--- src/rtl/lc3b_pipe_pkg.sv ---
// Shared definitions for the LC-3b pipeline: PC-mux encodings, fetch FSM
// state encodings and the default reset PC.
package lc3b_pipe_pkg;

  // MEM-stage PC source select; the fourth code is reserved and behaves like NPC.
  localparam logic [1:0] PCMUX_NPC    = 2'd0;
  localparam logic [1:0] PCMUX_TARGET = 2'd1;
  localparam logic [1:0] PCMUX_TRAP   = 2'd2;

  // Fetch FSM states. The enum names the states; the localparams carry the
  // same encodings for code that keeps the state in a plain logic vector.
  typedef enum logic [0:0] {
    FETCH   = 1'b0,
    BR_WAIT = 1'b1
  } fetch_state_e;

  localparam logic [0:0] ST_FETCH   = 1'b0;
  localparam logic [0:0] ST_BR_WAIT = 1'b1;

  // PC loaded on reset; must be even.
  localparam logic [15:0] RESET_PC_DEFAULT = 16'h3000;

  // Force a redirect address onto a word boundary.
  function automatic logic [15:0] word_align(input logic [15:0] addr);
    return addr & 16'hFFFE;
  endfunction

endpackage

--- src/rtl/sat_counter16.sv ---
// 16-bit up-counter with enable and asynchronous active-low clear that
// sticks at all-ones instead of wrapping.
module sat_counter16 (
  input  logic        clk,
  input  logic        rst_n,
  input  logic        en,
  output logic [15:0] count
);

  logic [15:0] count_reg;
  logic [15:0] count_next;

  // Advance only while enabled and not already saturated.
  always_comb begin
    count_next = count_reg;
    if (en && (count_reg != 16'hFFFF)) begin
      count_next = 16'(count_reg + 16'd1);
    end
  end

  // Counter register, cleared asynchronously.
  always_ff @(posedge clk or negedge rst_n) begin
    if (!rst_n) begin
      count_reg <= 16'h0000;
    end else begin
      count_reg <= count_next;
    end
  end

  assign count = count_reg;

endmodule

--- src/rtl/fetch_stage.sv ---
// LC-3b fetch stage: owns the PC and the DE pipeline latch, issues icache
// reads, stops fetching while a control instruction is in flight, and takes
// the MEM-stage redirect. Also counts instructions and bubbles sent to DE.
module fetch_stage
  import lc3b_pipe_pkg::*;
#(
  parameter logic [15:0] RESET_PC = RESET_PC_DEFAULT
) (
  input  logic        clk,
  input  logic        rst_n,
  output logic [15:0] icache_addr,
  output logic        icache_rd,
  input  logic        icache_r,
  input  logic [15:0] icache_data,
  input  logic        v_de_br_stall,
  input  logic        v_agex_br_stall,
  input  logic        v_mem_br_stall,
  input  logic        dep_stall,
  input  logic        mem_stall,
  input  logic [1:0]  mem_pcmux,
  input  logic [15:0] target_pc,
  input  logic [15:0] trap_pc,
  output logic [15:0] de_npc,
  output logic [15:0] de_ir,
  output logic        de_v,
  output logic [15:0] perf_fetched,
  output logic [15:0] perf_bubbles
);

  logic [15:0] pc_reg;
  logic [15:0] pc_next;
  logic [0:0]  state_reg;
  logic [0:0]  state_next;
  logic [15:0] de_npc_reg;
  logic [15:0] de_ir_reg;
  logic        de_v_reg;

  logic        br_stall;
  logic        ld_de;
  logic        resolve;
  logic        in_fetch;
  logic        fetch_go;
  logic        de_v_next;
  logic [15:0] pc_plus2;
  logic [15:0] pc_sel;

  // A redirect is only taken once MEM is free to move; a stalled MEM keeps
  // the branch pending and the FSM in BR_WAIT.
  assign br_stall = v_de_br_stall | v_agex_br_stall | v_mem_br_stall;
  assign ld_de    = ~dep_stall & ~mem_stall;
  assign resolve  = v_mem_br_stall & ~mem_stall;
  assign in_fetch = (state_reg == ST_FETCH);
  assign pc_plus2 = 16'(pc_reg + 16'd2);
  assign fetch_go = in_fetch & icache_r & ld_de & ~br_stall;

  // A resolving redirect beats a same-cycle icache hit, so the word is dropped.
  assign de_v_next = in_fetch & icache_r & ~br_stall & ~resolve;

  // Redirect source; the reserved code falls back to the current PC.
  always_comb begin
    pc_sel = pc_reg;
    case (mem_pcmux)
      PCMUX_TARGET: pc_sel = target_pc;
      PCMUX_TRAP:   pc_sel = trap_pc;
      default:      pc_sel = pc_reg;
    endcase
  end

  // Next PC: redirect first, then sequential advance on a consumed fetch.
  always_comb begin
    pc_next = pc_reg;
    if (resolve) begin
      pc_next = word_align(pc_sel);
    end else if (fetch_go) begin
      pc_next = pc_plus2;
    end
  end

  // FSM: park in BR_WAIT while a control instruction is in flight.
  always_comb begin
    state_next = state_reg;
    if (resolve) begin
      state_next = ST_FETCH;
    end else if (in_fetch && br_stall) begin
      state_next = ST_BR_WAIT;
    end
  end

  // PC and FSM state registers.
  always_ff @(posedge clk or negedge rst_n) begin
    if (!rst_n) begin
      pc_reg    <= RESET_PC;
      state_reg <= ST_FETCH;
    end else begin
      pc_reg    <= pc_next;
      state_reg <= state_next;
    end
  end

  // DE latch: loads every unstalled cycle, either an instruction or a bubble.
  always_ff @(posedge clk or negedge rst_n) begin
    if (!rst_n) begin
      de_npc_reg <= 16'h0000;
      de_ir_reg  <= 16'h0000;
      de_v_reg   <= 1'b0;
    end else if (ld_de) begin
      de_npc_reg <= pc_plus2;
      de_ir_reg  <= icache_data;
      de_v_reg   <= de_v_next;
    end
  end

  // Performance counters: index 0 counts instructions, index 1 bubbles.
  logic [1:0]  cnt_en;
  logic [15:0] cnt_val [2];

  assign cnt_en[0] = ld_de & de_v_next;
  assign cnt_en[1] = ld_de & ~de_v_next;

  genvar gi;
  generate
    for (gi = 0; gi < 2; gi++) begin : g_perf
      sat_counter16 u_cnt (
        .clk   (clk),
        .rst_n (rst_n),
        .en    (cnt_en[gi]),
        .count (cnt_val[gi])
      );
    end
  endgenerate

  assign icache_addr  = pc_reg;
  assign icache_rd    = in_fetch;
  assign de_npc       = de_npc_reg;
  assign de_ir        = de_ir_reg;
  assign de_v         = de_v_reg;
  assign perf_fetched = cnt_val[0];
  assign perf_bubbles = cnt_val[1];

endmodule

--- config.mk ---
export PLATFORM = sky130hd
export DESIGN_NAME = fetch_stage
export DESIGN_NICKNAME = d
export VERILOG_FILES = /design/src/rtl/lc3b_pipe_pkg.sv /design/src/rtl/sat_counter16.sv /design/src/rtl/fetch_stage.sv
export SDC_FILE = /design/constraint.sdc
export NUM_CORES = 1
export LEC_CHECK = 0
export CELL_PAD_IN_SITES_DETAIL_PLACEMENT = 0
export CELL_PAD_IN_SITES_GLOBAL_PLACEMENT = 1
export CORE_UTILIZATION = 34
export CTS_BUF_LIST = sky130_fd_sc_hd__clkbuf_4 sky130_fd_sc_hd__clkbuf_8
export CTS_CLUSTER_SIZE = 12
export DETAILED_ROUTE_END_ITERATION = 16
export HOLD_SLACK_MARGIN = 0.02
export PLACE_DENSITY_LB_ADDON = 0.15
export SKIP_CTS_REPAIR_TIMING = 1
export SYNTH_ARGS = -nofsm -noshare
export SYNTH_HDL_FRONTEND = slang
export SYNTH_SLANG_ARGS = --single-unit
--- constraint.sdc ---
create_clock -name clk -period 2.5 [get_ports clk]
set_clock_uncertainty 0.05 [all_clocks]
set_input_delay 0.375 -clock clk [delete_from_list [all_inputs] [get_ports clk]]
set_output_delay 0.375 -clock clk [all_outputs]
set_load 0.01 [all_outputs]
# --- Word-level counts from Yosys, hierarchy flattened ---
# Index checks and enable logic that the tools add are counted.
totals:
  ramBits: 0
  romBits: 0
  output_inout_bits: 82
  latch_bits: 0
  mem_count: 0
  elab_cells: 44
  register_bits: 82
  inputBits: 58
classes:
  div: 0
  add_sub_neg: 3
  n_bitwise: 17
  mux: 5
  shift: 0
  multipliers: 0
  magnitude_cmp: 0
  eq_ne: 5
  n_reduce_logical: 6
ops:
  columns: ["cell", "count"]
  rows:
  - ["16-bit by 1-bit adder with 16-bit output, second input constant", 2]
  - ["16-bit two-way mux", 2]
  - ["16-bit inequality test, second input constant", 2]
  - ["16-bit one-hot mux with 2 select lines", 1]
  - ["16-bit by 2-bit adder with 16-bit output, second input constant", 1]
  - ["1-bit AND", 9]
  - ["1-bit NOT", 6]
  - ["2-bit nonzero test", 2]
  - ["1-bit logical AND", 3]
  - ["3-bit by 1-bit inequality test with 1-bit output, second input constant", 1]
  - ["2-bit by 1-bit equality test with 1-bit output, second input constant", 1]
  - ["2-bit equality test, second input constant", 1]
  - ["1-bit two-way mux", 2]
  - ["1-bit bitwise OR", 2]
  - ["2-bit AND reduction", 1]

# --- Longest topological paths before layout ---
# Gate-level depths: netlist of the first run.
logic_depth:
  word_depth: 8
  mapped_depth: 7
  depth_no_buf: 6

# --- By module ---
# A second synthesis of the first run with hierarchy kept.
hier_totals:
  cells_unflattened: 386
  area_unflattened_um2: 4282.9
by_module_without_submodules:
  columns: ["mod", "seq_area_each_um2", "area_each_um2", "instances", "cells_per_inst"]
  rows:
  - ["fetch_stage", 1203.7, 2563.7, 1, 242]
  - ["sat_counter16", 400.4, 859.6, 2, 72]

# --- Worst setup path before layout of the first run ---
# Ideal clock, no wire load.
synth_timing:
  path_kind: "register -> register"
  from: "register g_perf[1].u_cnt.count_reg[0]"
  to: "register g_perf[1].u_cnt.count_reg[1]"
  t_required_ns: 2.325
  path_slack_ns: 0.584
  synth_period_minus_slack_ns: 1.916
  t_arrival_ns: 1.741
  setup_time_ns: 0.125
  n_path_buf: 1
  path_stages_with_launch: 7
  cell_sequence: "dfrtp_1 > ha_1 > and3_1 > nand3_1 > o21ai_1 > buf_2 > mux2_2"
synth_via:
  elab_chain_len: 2
  word_cells_on_any_way: 3
  cone_classes: "add/sub (1); eq/ne (1); reduce/logical (1)"
synth_lines:
  columns: ["element", "line", "source"]
  rows:
  - ["start: declaration", "sat_counter16.sv:10", "logic [15:0] count_reg;"]
  - ["start signal: assignment", "sat_counter16.sv:26", "count_reg <= count_next;"]
  - ["parallel branches: the longest is 2 deep, another holds 16-bit by 1-bit adder with 16-bit output", null, null]
# Parallel ways; which one is timed is not known.
# A chain may end at the register's enable or synchronous reset.

# --- Final worst setup path of the first run ---
layout_timing:
  from: "register g_perf[1].u_cnt.count_reg[0]"
  to: "register g_perf[1].u_cnt.count_reg[8]"
# The elaborated chain is that of the path after synthesis.

==> run summary, run 1 <==
• number of cells on the worst reg-to-reg path: 7
• number of library cell types mapped by synthesis: 49
• static leakage power: 2.46 nW
• total global routing track utilization: 18.2%
• source-to-sink clock delay at the later pin of the worst-skew pair: 0.35 ns
• switching part of the total power: 31.1%
• Chip Width: 110 µm
• syn avg cell area: 9.66 µm²
• unrepaired setup endpoints after global routing: false
• Area after DPL: 5500 µm²
• final max-slew violation count: 0
• post-synthesis xor/xnor area fraction: 8.20%
• total count of hold-check failures in the final report: 0
• setup slack of the most critical reg-to-reg path: 0.39 ns
• final instance area: 5690 µm²
• reg-to-reg startpoint: g_perf[1].u_cnt.count[0]
• core area: 11400 µm²
• largest family of logic cells by synthesized area: simple AND/OR/NAND/NOR gates
• sequential-to-total area share from yosys stat: 50.7%
• via count of the first global-routing pass: 3338
• average routed wire per standard cell: 15.1 µm
• required time reported for the critical path endpoint: 2.69 ns
• # DRC: 0
• Buf/Inv on CP: 1
• data arrival time of the critical path: 2.30 ns
• Vias: 3453
• simple logic cell fraction of the synthesized area: 22.3%
• Reg power frac: 47.1%
• number of buffers created by CTS: 9
• worst slew slack as a fraction of its limit: 56.3%
• crit share post-route: 84.3%
• prevailing post-synth register cell: sky130_fd_sc_hd__dfrtp_1
• kind of start point of the critical path: register
• weighted congestion reported at the end of routability-driven placement: 0.771
• min-delay src: de_ir[1]
• Clock Sinks: 80
• vias per inst: 4.95
• antenna violations before repair: 0
• total negative setup slack: 0 ns
• Power Internal: 2.58 mW
• power share of the combinational group: 28.3%
• global route total overflow: 0
• total setup violations reported at the end of the flow: 0
• count of max-cap constraint violations: 0
• top cells by area, synth: sky130_fd_sc_hd__dfrtp_1 (49%), sky130_fd_sc_hd__nand2_1 (8.5%), sky130_fd_sc_hd__xor2_1 (5.5%), sky130_fd_sc_hd__o21ai_0 (3.2%), sky130_fd_sc_hd__xnor2_1 (2.7%)
• crit-path max cell delay: 0.44 ns
• top cell types by occurrence after synthesis: sky130_fd_sc_hd__nand2_1 (90), sky130_fd_sc_hd__dfrtp_1 (78), sky130_fd_sc_hd__nor2_1 (27)
• Yosys warning total: 0
• #FFs+latches synth: 80
• maximum number of pins on one net before global-route repair: 46
• number of ports placed on the die boundary: 140
• number of design-rule violations left by the first detailed-router iteration: 83
• dpl hpwl: 7.58 mm
• first-pass GRT wire length: 16.7 mm
• async set-reset flop share out of synthesis: 100%
• Post-Synthesis Cells: 409
• pin slew with the least headroom to its limit: 0.656 ns
• Crit Path Category: register to register
• Chip Height: 110 µm
• flip-flop count of the largest register, all copies and words added: 32
• Hold Path Depth: 2
• ratio of cells with drive above 1 in the final layout: 8.30%
• Switch Pwr: 1.16 mW
• end of the worst hold path: de_ir[1]
• worst-path cell with the longest stage delay: sky130_fd_sc_hd__o21ai_1
• Initial Util: 34.8%
• total standard cell area after synthesis: 3950 µm²
• status: complete, no violations
• most frequently used cell type in the post-synthesis netlist: sky130_fd_sc_hd__nand2_1
• minimum period implied by the final worst setup slack: 2.11 ns
• IO buf count: 135
• area share of the leading cell type in the synthesized netlist: 49.4%
• first-pass iteration count of the detailed router: 4
• Worst setup EP type: register
• worst vdd rail ir drop: 0.301 mV
• arithmetic-cell share of the synthesized area counting full adders, half adders and majority gates: 1.58%
• number of synthesized flops with an enable pin: 0
• clock group share of total power: 24.7%
• number of nets with antenna violations after detailed routing: 0
• Area Growth Syn to Fin: 44.0%
• reg-to-reg critical path endpoint: g_perf[1].u_cnt.count[8]
• fraction of synthesized area in multiplexers: 1.14%
• total number of H-tree levels: 3
• type of the tightest min-delay check: register to register
• gate family responsible for the most delay along the worst path: simple AND/OR/NAND/NOR gates
• Antenna Cells: 0
• compound-cell area share of the yosys netlist: 13.0%
• power per cell area: 657 nW/µm²
• cell-by-cell trace of the critical path: ha_1, and3_1, nand3_1, o21ai_1, buf_4, nor2_1, xor2_1
• total number of placement rows: 39
• Root Driver: sky130_fd_sc_hd__clkbuf_8
• overall routed net length: 10.5 mm
• clock tree from TritonCTS: yes
• peak fanout along the critical path: 7
• net count of the finished layout: 612
• area enclosed by the die boundary: 12100 µm²
• largest area contributor in the synthesized netlist: sky130_fd_sc_hd__dfrtp_1
• Peak Freq: 474 MHz
• number of buffers on the longest clock path: 2
• clock slew at reported path FFs: 0.08 ns
[layout by cell type, fill, tap and decap left out, types with 2 or more instances in the layout]
cell	Yosys	final
sky130_fd_sc_hd__clkdlybuf4s50_1	0	134
sky130_fd_sc_hd__nand2_1	90	90
sky130_fd_sc_hd__dfrtp_1	78	78
sky130_fd_sc_hd__nor2_1	27	26
sky130_fd_sc_hd__xor2_1	25	25
sky130_fd_sc_hd__o21ai_0	25	25
sky130_fd_sc_hd__nand3_1	17	17
sky130_fd_sc_hd__a22oi_1	13	13
sky130_fd_sc_hd__xnor2_1	12	12
sky130_fd_sc_hd__clkbuf_8	0	12
sky130_fd_sc_hd__a21oi_1	11	11
sky130_fd_sc_hd__inv_1	10	10
sky130_fd_sc_hd__buf_4	2	10
sky130_fd_sc_hd__nand4_1	8	8
sky130_fd_sc_hd__nor3_1	6	6
sky130_fd_sc_hd__o32a_1	6	6
sky130_fd_sc_hd__and3_1	5	5
sky130_fd_sc_hd__nand2b_1	5	5
sky130_fd_sc_hd__ha_1	5	5
sky130_fd_sc_hd__mux2_2	4	4
sky130_fd_sc_hd__o21ai_1	3	3
sky130_fd_sc_hd__and4_1	3	3
sky130_fd_sc_hd__a31oi_1	3	3
sky130_fd_sc_hd__o221ai_1	3	3
sky130_fd_sc_hd__nor4_1	3	3
sky130_fd_sc_hd__clkinv_2	0	3
sky130_fd_sc_hd__nor3_2	2	2
sky130_fd_sc_hd__a221o_1	2	2
sky130_fd_sc_hd__a22o_1	2	2
sky130_fd_sc_hd__o311ai_0	2	2
sky130_fd_sc_hd__conb_1	1	2
sky130_fd_sc_hd__dfstp_2	2	2
[layout make-up]
cell class | instances | area [µm²]
multi-input combinational | 302 | 1840
inverter | 10 | 37.5
tap | 143 | 179
clock buffer | 13 | 173
clock inverter | 3 | 15.0
timing repair buffer | 146 | 1450
sequential | 80 | 2000
fill | 1104 | 5680
[power by group through the flow]
stage / clock [mW] / combinational, mW / sequential, mW
5_1_grt: 1.02 / 1.16 / 1.80
6_report: 0.923 / 1.06 / 1.76
3_5_place_dp: 0 / 1.07 / 1.78
2_1_floorplan: 0 / 0.334 / 1.84
3_3_place_gp: 0 / 1.06 / 1.77
4_1_cts: 0.957 / 1.07 / 1.76
[worst min-delay path, stage by stage (launching register included)]
cell and delay, ns:
sky130_fd_sc_hd__dfrtp_1 0.34, sky130_fd_sc_hd__nand2_1 0.05, sky130_fd_sc_hd__nand2_1 0.05
[layer usage]
metal / share of wire, % / vias to the layer above / routed length [µm] / global-route usage (%)
met5: 0 / - / 0 / 0
met2: 46 / 75 / 4870 / 28.8
met4: 1.3 / 0 / 134 / 6.95
met3: 4.9 / 10 / 516 / 4.09
li1: - / 1700 / - / -
met1: 47 / 1668 / 4980 / 24.2
[worst max path at each step]
| stage | endpoint | from | slack, ns | depth (start not counted) |
|---|---|---|---|---|
| 3_5_place_dp | g_perf[0].u_cnt.count[8] | v_mem_br_stall | 0.03 | 7 |
| 5_1_grt | g_perf[1].u_cnt.count[6] | g_perf[1].u_cnt.count[0] | 0.18 | 7 |
| 4_1_cts | g_perf[1].u_cnt.count[8] | g_perf[1].u_cnt.count[0] | 0.36 | 7 |
| 2_1_floorplan | g_perf[1].u_cnt.count[1] | g_perf[1].u_cnt.count[0] | 0.58 | 6 |
| 3_3_place_gp | g_perf[0].u_cnt.count[11] | v_mem_br_stall | 0.07 | 6 |
| 6_report | g_perf[1].u_cnt.count[8] | g_perf[1].u_cnt.count[0] | 0.39 | 7 |
[kinds of logic after synthesis]
logic type               after synthesis
AND/OR/NAND/NOR                      179
XOR/XNOR                              37
adder cells (fa/ha/maj)                5
multiplexers                           4
buffers and inverters                 28
other                                  1
AO/OA/AOI/OAI                         75
flip-flops                            80
[metrics by stage]
stage	utilization, %	total power [mW]	setup WS [ns]	instances	hold slack (ns)
floorplan	-	2.17	0.584	410	0.0294
global placement	48.3	2.83	0.0656	680	0.322
detailed placement	48.3	2.85	0.0273	680	0.327
CTS	50.0	3.79	0.360	696	-0.0690
global route	50.1	3.98	0.175	697	0.453
finish	50.1	3.74	0.392	697	0.428
No activity file was read; power rests on OpenSTA's default activity.
==> inputs of run 2 (changes only) <==
Settings changed: CORE_UTILIZATION 34 to 31.
Clock period 2.5 ns to 1.74 ns, I/O delays scaled along.
==> run 2 against run 1 <==
Effect of this change:
- cell count increased by 13%
- combinational power is 81% higher
- critical path type is now register to primary output
- sequential share of layout area shrank 4.1 points
- critical endpoint is now perf_bubbles[8]
- global-route usage up 0.29 points
- via count is 6.5% higher
- power increased by 56%
- largest cell class is now non-clock buffers
- routed wire length increased by 13%
- highest routed layer unchanged
- die area rose by 9.5%
- clock power increased by 59%
- clock-buffer cell count did not move
- sequential power rose by 38%
==> run summary, run 2 (synthesized netlist as in run 1, its figures left out) <==
• # DRC: 0, unchanged
• setup slack of the most critical reg-to-reg path: 0.06 ns, -0.33 ns
• status: complete, no violations
• antenna violations before repair: 0, unchanged
• Placed Cells: 767, +13%
• logic depth of the worst path, buffers included: 2, -5
• minimum period implied by the final worst setup slack: 1.69 ns
• Peak Freq: 592 MHz
• Vias: 3678, +6.5%
• clock tree from TritonCTS: yes
• worst-path cell with the longest stage delay: sky130_fd_sc_hd__clkdlybuf4s50_1
• Crit Path Category: register to primary output
• type of the tightest min-delay check: input port to async pin
• Root Driver: sky130_fd_sc_hd__clkbuf_8
• weighted congestion reported at the end of routability-driven placement: 0.783, +1.5%
• data arrival time of the critical path: 1.38 ns, -0.92 ns
• crit share post-route: 97.1%
• number of cells on the worst reg-to-reg path: 6, -1
• smallest hold slack: 0.348 ns, -0.0798 ns
• most common library cell in the layout ignoring fill and taps: sky130_fd_sc_hd__clkdlybuf4s50_1
• number of design-rule violations left by the first detailed-router iteration: 148, +78%
• reg-to-reg startpoint: icache_addr[2]
• global route total overflow: 0, unchanged
• flip-flop count of the largest register, all copies and words added: 32, unchanged
• Worst setup EP type: primary output
• vias per inst: 4.68, -5.5%
• unrepaired setup endpoints after global routing: true
• total global routing track utilization: 18.5%, +0.29 points
• via count of the first global-routing pass: 3731, +12%
• worst vdd rail ir drop: 0.655 mV, +120%
• final max-slew violation count: 0, unchanged
• number of ports placed on the die boundary: 140, unchanged
• worst slew slack as a fraction of its limit: 66.5%, +10 points
• average routed wire per standard cell: 15.0 µm, -0.12%
• Antenna Cells: 0, unchanged
• IO buf count: 135, unchanged
• number of buffers on the longest clock path: 2, unchanged
• first-pass iteration count of the detailed router: 4, unchanged
• pin slew with the least headroom to its limit: 0.503 ns, -0.153 ns
• crit-path max cell delay: 0.53 ns, +0.09 ns
• cell-by-cell trace of the critical path: buf_4, clkdlybuf4s50_1
• share of the core filled with cells in the final layout: 53.2%, +3.1 points
• maximum number of pins on one net before global-route repair: 44, -4.3%
• area enclosed by the die boundary: 13200 µm², +9.5%
• overall routed net length: 11.8 mm, +13%
• dpl hpwl: 8.71 mm, +15%
• total number of placement rows: 40, +2.6%
• core area: 12200 µm², +7.4%
• power per cell area: 898 nW/µm², +37%
• Final WS setup: 0.0506 ns, -0.342 ns
• first-pass GRT wire length: 18.7 mm, +12%
• worst slack at placement: -0.443 ns, -0.471 ns
• Area Growth Syn to Fin: 64.3%
• net count of the finished layout: 676, +10%
• Chip Height: 115 µm, +4.6%
• origin of the worst setup path: g_perf[1].u_cnt.count[8]
• total count of hold-check failures in the final report: 0, unchanged
• Clock Sinks: 80, unchanged
• number of buffers created by CTS: 9, unchanged
• required time reported for the critical path endpoint: 1.43 ns, -1.26 ns
• reg-to-reg critical path endpoint: icache_addr[11]
• gate family responsible for the most delay along the worst path: buffers and inverters
• static leakage power: 3.24 nW, +32%
• top library cells by usage in the layout, fill and taps aside: sky130_fd_sc_hd__clkdlybuf4s50_1 (104), sky130_fd_sc_hd__nand2_1 (90), sky130_fd_sc_hd__buf_4 (69), sky130_fd_sc_hd__dfrtp_1 (67), sky130_fd_sc_hd__dlymetal6s2s_1 (30)
• last element of the critical path: perf_bubbles[8]
• Buf/Inv on CP: 2, +1
• ratio of cells with drive above 1 in the final layout: 22.5%, +14 points
• kind of start point of the critical path: register
• Initial Util: 32.4%, -2.4 points
• non-filler cells, final: 786, +13%
• source-to-sink clock delay at the later pin of the worst-skew pair: 0.37 ns, +0.02 ns
• clock slew at reported path FFs: 0.08 ns, about the same
• total setup violations reported at the end of the flow: 0, unchanged
• peak fanout along the critical path: 3, -4
• total number of H-tree levels: 3, unchanged
• Chip Width: 115 µm, +4.6%
• number of nets with antenna violations after detailed routing: 0, unchanged
• count of max-cap constraint violations: 0, unchanged
[run 2: layout make-up]
type / instances / area [µm²]
sequential: 80 / 2020
multi-input combinational: 302 / 1970
clock inverter: 3 / 42.5
timing repair buffer: 210 / 2050
clock buffer: 13 / 166
inverter: 10 / 40.0
fill: 1154 / 5720
tap: 168 / 210
[run 2: worst min-delay path by stage]
stage	to	slack [ns]	depth (start not counted)
after floorplan	de_ir[0]	-0.08	0
after global placement	de_ir[0]	0.22	1
after detailed placement	de_ir[5]	0.21	1
after CTS	de_npc[3]	-0.20	1
after global routing	de_ir[2]	0.37	3
final	de_ir[5]	0.35	2
[run 2: per-stage QoR]
stage	instance area [µm²]	setup TNS [ns]	total power [mW]
floorplan	4010	-0.0489	3.15
global placement	6070	-14.71	4.38
detailed placement	6070	-16.11	4.42
CTS	6280	-1.25	5.92
global route	6490	-0.0886	6.17
finish	6490	0	5.83
[run 2: metal layers]
metal  track usage (%)  vias up  wire length [µm]
li1                  -     1837                 -
met1              23.5     1720              5540
met5                 0        -                 0
met2              29.2      106              5280
met3              5.38       15               768
met4              8.14        0               230
[run 2: power breakdown]
part | leakage, nW | total (mW) | internal (mW) | switching [mW]
combinational | 2.13 | 1.92 | 1.09 | 0.837
clock | 0.106 | 1.47 | 0.772 | 0.700
sequential | 1.00 | 2.43 | 2.19 | 0.243
